--- config.mk ---
export PLATFORM = sky130hd
export DESIGN_NAME = multi_op_seq
export DESIGN_NICKNAME = d
export VERILOG_FILES = /design/src/rtl/multi_op_seq.sv
export SDC_FILE = /design/constraint.sdc
export NUM_CORES = 1
export LEC_CHECK = 0
export ABC_CLOCK_PERIOD_IN_PS = 2000
export BUFFER_PORTS_ARGS = -buffer_cell sky130_fd_sc_hd__buf_2
export CELL_PAD_IN_SITES_DETAIL_PLACEMENT = 0
export CELL_PAD_IN_SITES_GLOBAL_PLACEMENT = 1
export CORE_AREA = 2 2 262 264
export CTS_CLUSTER_SIZE = 25
export DETAILED_ROUTE_END_ITERATION = 8
export DIE_AREA = 0 0 264 266
export HOLD_SLACK_MARGIN = 0.03
export PLACE_DENSITY_LB_ADDON = 0.1
export SLEW_MARGIN = 25
export SYNTH_ARGS = -nofsm -noshare
export SYNTH_HDL_FRONTEND = slang
export SYNTH_SLANG_ARGS = --single-unit
export TNS_END_PERCENT = 5
--- constraint.sdc ---
create_clock -name clk -period 2 [get_ports clk]
set_input_delay 0.2 -clock clk [delete_from_list [all_inputs] [get_ports clk]]
set_output_delay 0.2 -clock clk [all_outputs]
set_load 0.02 [all_outputs]
--- src/rtl/multi_op_seq.sv ---
// rtl/multi_op_seq.sv - streaming operand/result sequencer with dot-product accumulation around multi_op
module multi_op_seq #(
    parameter int N     = 64,
    parameter int M     = 64,
    parameter int CNT_W = 16
) (
    input  logic               clk,
    input  logic               rst,
    input  logic               in_valid,
    output logic               in_ready,
    input  logic [N-1:0]       in_a,
    input  logic [M-1:0]       in_b,
    input  logic [1:0]         in_op,
    input  logic               in_first,
    input  logic               in_last,
    output logic [N-1:0]       mo_a,
    output logic [M-1:0]       mo_b,
    output logic [N+M+1:0]     mo_c,
    output logic               mo_s0,
    output logic               mo_s1,
    input  logic [N+M+1:0]     mo_y,
    output logic               out_valid,
    input  logic               out_ready,
    output logic [N+M+1:0]     result,
    output logic [CNT_W-1:0]   beats
);
    localparam int W = N + M + 2;

    // State encodes {op_v, out_valid} directly.
    typedef enum logic [1:0] {
        S_EMPTY = 2'b00,
        S_FULL  = 2'b01,
        S_BUSY  = 2'b10,
        S_BOTH  = 2'b11
    } state_t;

    state_t           state, state_nxt;
    logic             op_v;
    logic [N-1:0]     a_r;
    logic [M-1:0]     b_r;
    logic [1:0]       op_r;
    logic             first_r, last_r;
    logic [W-1:0]     acc;
    logic [CNT_W-1:0] acc_cnt;

    logic             is_mac, emit, stall, accept, retire;
    logic             op_v_nxt, ov_nxt;
    logic [CNT_W-1:0] base, cnt_inc;

    assign op_v      = state[1];
    assign out_valid = state[0];

    assign is_mac   = (op_r == 2'b11);
    assign emit     = op_v & (~is_mac | last_r);
    assign stall    = emit & out_valid & ~out_ready;
    assign in_ready = ~stall;
    assign accept   = in_valid & in_ready;
    assign retire   = op_v & ~stall;

    assign base    = first_r ? '0 : acc_cnt;
    assign cnt_inc = (base == {CNT_W{1'b1}}) ? base : base + CNT_W'(1);

    assign mo_a  = a_r;
    assign mo_b  = b_r;
    assign mo_s0 = op_r[0];
    assign mo_s1 = op_r[1];
    assign mo_c  = (is_mac & ~first_r) ? acc : '0;

    always_ff @(posedge clk) begin
        if (rst) state <= S_EMPTY;
        else     state <= state_nxt;
    end

    always_comb begin
        op_v_nxt = accept | stall;
        ov_nxt   = out_valid & ~out_ready;
        if (retire & emit) ov_nxt = 1'b1;
        state_nxt = state_t'({op_v_nxt, ov_nxt});
    end

    always_ff @(posedge clk) begin
        if (rst) begin
            a_r     <= '0;
            b_r     <= '0;
            op_r    <= '0;
            first_r <= 1'b0;
            last_r  <= 1'b0;
            acc     <= '0;
            acc_cnt <= '0;
            result  <= '0;
            beats   <= '0;
        end else begin
            if (accept) begin
                a_r     <= in_a;
                b_r     <= in_b;
                op_r    <= in_op;
                first_r <= in_first;
                last_r  <= in_last;
            end
            // Non-MAC beats leave the running sum alone so they can interleave.
            if (retire && is_mac) begin
                if (last_r) begin
                    acc     <= '0;
                    acc_cnt <= '0;
                end else begin
                    acc     <= mo_y;
                    acc_cnt <= cnt_inc;
                end
            end
            if (retire && emit) begin
                result <= mo_y;
                beats  <= is_mac ? cnt_inc : CNT_W'(1);
            end
        end
    end
endmodule
Word level (Yosys, flattened, before mapping). Cells that the tools add are included.

Bits in registers: 426. Word-level logic and storage cells: 36. Input bits: 266.

Muxes and demuxes: 7. Eq/ne operators: 2. Reductions and logical operators: 2. $add $sub $neg: 1. Bitwise logic cells: 14.

Operators by type and width (count): $mux W130 (2); $mux W16 (4); $add A16 B1 Y16 const B (1); $eq A16 B16 Y1 const B (1); $and A1 B1 Y1 (8); $not A1 Y1 (4); $eq A2 B2 Y1 const B (1); $logic_and A1 B1 Y1 (2); $or A1 B1 Y1 (2); $mux W1 (1).

Longest topological paths before layout. Gate-level depths: netlist of run 1.

Depth after elaboration: 10. Mapped depth: 8. Gate-level depth less buffers: 5.

Least setup slack after synthesis of run 1. Ideal clock, no wire load.

Path type: register -> output. From: reg op_r[0]. To: out mo_c[100]. Stages on the path, launching flop included: 6. Buffers on the path: 2. Slack: 0.163 ns. Arrival time: 1.637 ns. Path through: dfxtp_1 -> nand2_2 -> nor2_1 -> clkbuf_1 -> clkbuf_1 -> and2_1.

Cells in the longest elaborated chain, start to end: 3.

Ends and longest elaborated chain: from (decl) (line 41) `logic [1:0] op_r;`; from (signal assigned) (line 96) `op_r <= in_op;`; $eq A2 B2 Y1 (line 53) `assign is_mac = (op_r == 2'b11);`; $and A1 B1 Y1 (line 67) `assign mo_c = (is_mac & ~first_r) ? acc : '0;`; $mux W130 (line 67); to (decl) (line 18) `output logic [N+M+1:0] mo_c,`.

No other way between the ends.

Worst setup path in the final report of run 1.
From: reg op_r[0]. To: out mo_c[32].

The elaborated chain is that of the path after synthesis.

==> results of run 1 <==
==> power breakdown <==
group | switching [mW] | total, mW | internal (mW) | leakage (nW)
clock | 3.84 | 9.62 | 5.78 | 0.854
combinational | 1.38 | 2.42 | 1.04 | 7.19
sequential | 0.150 | 8.94 | 8.79 | 3.47
total | 5.37 | 21.0 | 15.6 | 11.5
==> registers in the layout, indices dropped and copies added, names as in the netlist <==
register,count
acc,130
acc_cnt,16
first_r,1
beats,16
last_r,1
state,2
mo_b,64
op_r,2
mo_a,64
result,130
==> Yosys cell counts (2+ instances only) <==
library cell | count | area [um^2]
xor2_1 | 2 | 17.5
a22o_1 | 10 | 87.6
and2_1 | 131 | 820
dfxtp_1 | 426 | 8530
nand4_1 | 2 | 12.5
a22oi_1 | 131 | 983
xnor2_1 | 5 | 43.8
nor3_1 | 5 | 25.0
nand2_1 | 541 | 2030
nand4b_1 | 2 | 17.5
buf_2 | 47 | 235
a31oi_1 | 4 | 25.0
and2b_1 | 2 | 15.0
buf_4 | 10 | 75.1
o21ai_0 | 12 | 60.1
clkbuf_1 | 89 | 334
buf_1 | 6 | 22.5
nor2b_1 | 6 | 37.5
nor4_1 | 2 | 12.5
nor2_1 | 143 | 537
or3_1 | 3 | 18.8
and3_1 | 4 | 25.0
buf_6 | 3 | 33.8
a21oi_1 | 280 | 1400
o22ai_1 | 2 | 12.5
nand2_2 | 2 | 12.5
nand2b_1 | 7 | 43.8
inv_1 | 5 | 18.8
nand3_1 | 6 | 30.0
or2_1 | 2 | 12.5
o21ai_1 | 9 | 45.0
==> metal layers <==
layer	track usage, %	vias to the layer above	wire [um]
met5	0	-	40
met4	5.21	6	1620
met3	5.25	98	4590
met2	32.8	483	33900
met1	22.9	7898	29500
li1	-	8222	-
==> tightest hold or removal path, cell delays in order <==
cell           delay [ps]
dlygate4sd3_1         520
buf_2                 120
nand2_1                50
a21oi_1                50
==> cell families after synthesis <==
group | share of synthesized area, %
simple gates | 24.1
buf+inv | 4.52
mux | 0.134
compound gates | 17.2
xor+xnor | 0.386
flops | 53.6
==> worst min-delay path by stage <==
| stage | cells past startpoint | to | slack (ps) |
|---|---|---|---|
| 2_1_floorplan | 2 | state[1]$_SDFF_PP0_ | 330 |
| 3_3_place_gp | 2 | beats[9]$_SDFFE_PP0P_ | 440 |
| 3_5_place_dp | 2 | beats[9]$_SDFFE_PP0P_ | 440 |
| 4_1_cts | 4 | mo_b[5]$_SDFFE_PP0P_ | 340 |
| 5_1_grt | 4 | mo_b[38]$_SDFFE_PP0P_ | 370 |
| 6_report | 4 | mo_b[50]$_SDFFE_PP0P_ | 390 |
==> what timing repair did <==
item                       in CTS  in global routing
resized for setup             306                 45
cloned                          8                  2
hold buffers                  266                  0
setup endpoints to repair     130                224
setup buffers                   9                  2
hold endpoints to repair      397                  0
pin swaps                      34                 44
==> layout make-up <==
type                            instances  area, um^2
Clock buffer                           80        1570
Clock inverter                         15         164
Fill cell                            7065       41500
Inverter                                5        18.8
Multi-Input combinational cell       1341        6950
Sequential cell                       426        8530
Tap cell                              882        1100
Timing Repair Buffer                 1016        7870
==> per-stage QoR <==
stage	hold slack (ps)	power, mW	TNS, ps	setup slack, ps	util [%]
2_1_floorplan	329	10.1	0	163	-
4_1_cts	338	21.4	-22350	-224	38.4
6_report	393	21.0	-12060	-144	38.7
3_3_place_gp	438	11.1	0	60.4	30.1
5_1_grt	371	21.9	-27430	-235	38.7
3_5_place_dp	440	11.1	0	89.4	30.1
==> metrics, run 1 <==
largest net degree at the start of global routing=79; minimum clock period=~2100 ps; crit path from=op_r[0]$_SDFFE_PP0P_; HP Class=in -> reg; most frequent cells in the layout=buf_2 (542), nand2_1 (540), dfxtp_1 (423); hold path startpoint=in_b[50]; crit end category=primary output; sequential element share of the synthesized area=between 50% and 60%; H-Tree Depth=2; most used cell, CP=buf_6; mapped cell area=between 15000 and 20000 um^2; layout cells sized above 1=between 30% and 40%; RSZ-0062 raised after global routing=true; via count=roughly 17000; Post-Syn Area per Cell=a little over 8 um^2; TritonCTS clock tree=built; Starting Density=between 20% and 30%; endpoints failing setup=130; DRC Markers=0; worst-case clock buffer depth=3; Worst Max-Slew Pin Slew=699 ps; GRT overflow=0; core footprint=approximately 68000 um^2; Nets=roughly 3100; DP Wirelength=~47 mm; Leak=11.5 nW; Worst slew margin=between 50 and 60%; antenna viol nets, final=0; Post-Route WL=69.6 mm; Peak Freq=0.467 GHz; Inserted Clock Buffers=53; R2R Path End=result[20]$_SDFFE_PP0P_; ant diodes=0; max incr delay on CP=about 330 ps; CTS sink count=426; first-pass GRT wire length=between 100 and 150 mm; max-cap violations=0; Worst Path Required=between 1500 and 2000 ps; Clock transition at path regs=~60 ps; FF-to-FF Start=op_r[0]$_SDFFE_PP0P_; final instance area=between 20000 and 30000 um^2; die extent in x=approximately 260 um; WS Path Type=reg -> out; startpoint types=flop; I/O pins=about 670; Cell variety after synth=59; Main synth FF type=dfxtp_1; FF-to-FF path depth=7; crit-path cells=nand2_2, buf_6, nor2_4, buf_12, buf_16, clkbuf_16, and2_4, buf_6; Crit path max-delay family=buffers and inverters; commonest non-fill, non-tap cell in the layout=buf_2; Post-synth EDFFs=0; DRT iter0 DRCs=roughly 950; slowest CP cell=dfxtp_2; GR Util All Layers=18.9%; Area after DPL=20400 um^2; Max IR drop VDD=between 600 and 700 uV; Arrival @ worst endpoint=approximately 1900 ps; failing checks=setup timing; Placed Cells=between 3000 and 4000; status=finished, violations left; Crit Path Max Fanout=6; pwr/cell area=800 nW/um^2; Final Slew Violations=0; global placer's final weighted congestion=0.823; CP bufs+invs=5; DR pass1 iterations=5; ys async rst share=0%; Die Area=around 70000 um^2; Yosys reg bits=approximately 430; setup ws final=-144 ps; final hold violations=0; Worst path depth=8; initial antenna violation count=3; Buffers on Ports=approximately 670; Yosys warnings=0; Critical Path Sink=mo_c[32]; skew final=~17 ps; via/cell ratio=roughly 4.4; Syn Nets=approximately 2200; fin cells=3765; clk_lat worst skew=590 ps; die height=about 270 um; Core Rows=96; Syn Inst Count=between 1500 and 2000; fin crit share=107%; number of global-route vias before repair=about 17000; r2r setup slk=approximately 70 ps; clock root buffer=clkbuf_16; area delta synth->final=64.8%; Wirelength per Cell=about 18 um
Note: power is estimated with default switching activity, not from simulation.
==> inputs of run 2 (changes only) <==
--- a/config.mk
+++ b/config.mk
@@ -14,8 +14,8 @@
 export DETAILED_ROUTE_END_ITERATION = 8
 export DIE_AREA = 0 0 264 266
 export HOLD_SLACK_MARGIN = 0.03
+export MAX_ROUTING_LAYER = met4
 export PLACE_DENSITY_LB_ADDON = 0.1
-export SLEW_MARGIN = 25
 export SYNTH_ARGS = -nofsm -noshare
 export SYNTH_HDL_FRONTEND = slang
 export SYNTH_SLANG_ARGS = --single-unit
==> constraint.sdc (replaced) <==
create_clock -name clk -period 2 [get_ports clk]
set_input_delay 0.4 -clock clk [delete_from_list [all_inputs] [get_ports clk]]
set_output_delay 0.4 -clock clk [all_outputs]
set_load 0.02 [all_outputs]
==> run 2 against run 1 <==
The run still ends with setup timing left; register-to-register slack hardly changed; die area stayed put; hold slack got worse by 320 ps; routed wire length shrank 0.42%; clock skew is essentially flat; critical path depth decreased by 1; via count down 2.0%; maximum frequency fell by 5.1%; first-iteration DRC count fell by 13%; utilization decreased by 1.8 points; non-clock buffer count down 118; largest power group unchanged.
==> metrics, run 2 (same netlist as run 1, synthesis figures left out) <==
setup TNS=-26830 ps; Starting Density=roughly a quarter; fin crit share=113%; DRC Markers=0; TritonCTS clock tree=built; H-Tree Depth=2; failing checks=setup timing; Worst Hold End=result[58]$_SDFFE_PP0P_; Wirelength per Cell=roughly 19 um; DP Wirelength=around 49 mm; minimum clock period=2260 ps; r2r setup slk=~60 ps; Hold Crit Depth=3; layout cells sized above 1=roughly a third; WS Path Type=reg -> out; Buffers on Ports=between 600 and 700; Die Area=70200 um^2; max-cap violations=0; setup ws final=-259 ps; core footprint=about 68000 um^2; GR Util All Layers=19.5%; fin cells=about 3700; DR pass1 iterations=5; die height=approximately 270 um; area delta synth->final=57.3%; final hold violations=0; Worst Path Required=between 1500 and 2000 ps; first-pass GRT wire length=102 mm; Max IR drop VDD=527 uV; most frequent cells in the layout=buf_2 (541), nand2_1 (540), dfxtp_1 (422); Largest regs=acc x130, result x130; CTS sink count=~430; Placed Cells=between 3000 and 4000; Leak=roughly 11 nW; Post-Route WL=69.3 mm; die extent in x=about 260 um; I/O pins=between 600 and 700; Area after DPL=~20000 um^2; worst-case clock buffer depth=3; global placer's final weighted congestion=about 0.84; crit end category=primary output; largest net degree at the start of global routing=just under 100; Worst Max-Slew Pin Slew=just over 500 ps; startpoint types=flop; clock root buffer=clkbuf_16; RSZ-0062 raised after global routing=true; DRT iter0 DRCs=around 830; initial antenna violation count=14; via count=between 15000 and 20000; Worst slew margin=approximately two thirds; Inserted Clock Buffers=between 50 and 60; via/cell ratio=roughly 4.5; number of global-route vias before repair=around 16000; Nets=between 2000 and 3000; post-route total power=between 20 and 25 mW; commonest non-fill, non-tap cell in the layout=buf_2; antenna viol nets, final=0; Arrival @ worst endpoint=1860 ps; HP Class=in -> reg; FF-to-FF Start=op_r[0]$_SDFFE_PP0P_; endpoints failing setup=between 100 and 150; final instance area=25000 um^2; Clock transition at path regs=approximately 60 ps; FF-to-FF path depth=8; Peak Freq=around 0.44 GHz; R2R Path End=acc[48]$_SDFFE_PP0P_; status=finished, violations left; Core Rows=96; Crit Path Max Fanout=18; skew final=16.9 ps; GRT overflow=0; clk_lat worst skew=580 ps; hold path startpoint=mo_y[58]; pwr/cell area=about 830 nW/um^2; Final Slew Violations=0
==> run 2: how the worst max path moves through the flow <==
stage	startpoint	end	slack (ps)	depth (start not counted)
2_1_floorplan	op_r[0]$_SDFFE_PP0P_	mo_c[100]	40	5
3_3_place_gp	out_ready	op_r[0]$_SDFFE_PP0P_	140	8
3_5_place_dp	out_ready	mo_a[31]$_SDFFE_PP0P_	110	8
4_1_cts	op_r[0]$_SDFFE_PP0P_	mo_c[127]	-330	7
5_1_grt	op_r[0]$_SDFFE_PP0P_	mo_c[95]	-370	7
6_report	first_r$_SDFFE_PP0P_	mo_c[109]	-260	7
==> run 2: what timing repair did <==
item,CTS,global route
resized for setup,304,51
hold buffers,154,0
hold endpoints to repair,154,0
pin swaps,39,23
setup endpoints to repair,131,142
buffers inserted,7,1
gates cloned,4,0
==> run 2: where the power goes <==
group / internal [mW] / switching, mW / leakage, nW
clock network: 5.72 / 3.85 / 0.861
logic: 0.889 / 1.35 / 6.68
registers: 8.79 / 0.154 / 3.47
==> run 2: worst max-delay path, stage by stage, from the launching register on <==
cell,delay (ps)
dfxtp_2,340
buf_12,120
nor2_4,90
buf_12,150
buf_12,140
buf_12,150
and2_1,150
buf_6,120
==> run 2: layer usage <==
metal  global-route usage, %  vias to the layer above  routed length (um)
met2                    32.5                      503               33600
met4                    5.93                        0                1800
met1                    22.6                     7762               28600
met5                       -                        -                   0
met3                    5.67                      100                5280
li1                        -                     8007                   -
==> run 2: per-stage QoR <==
stage	hold slack [ps]	worst slack (ps)	util [%]
global route	42.1	-365	36.9
global placement	439	138	30.2
CTS	30.0	-325	36.6
detailed placement	443	108	30.2
finish	72.8	-259	36.9
floorplan	455	43.2	-
==> run 2: layout make-up <==
cell class              instances  area, um^2
clock inverters                16         143
inverters                       5        18.8
repair buffers                898        6650
multi-input cells            1341        6940
fillers                      7211       42700
diodes                         13        32.5
well taps                     882        1100
clock buffers                  78        1590
flip-flops and latches        426        8530
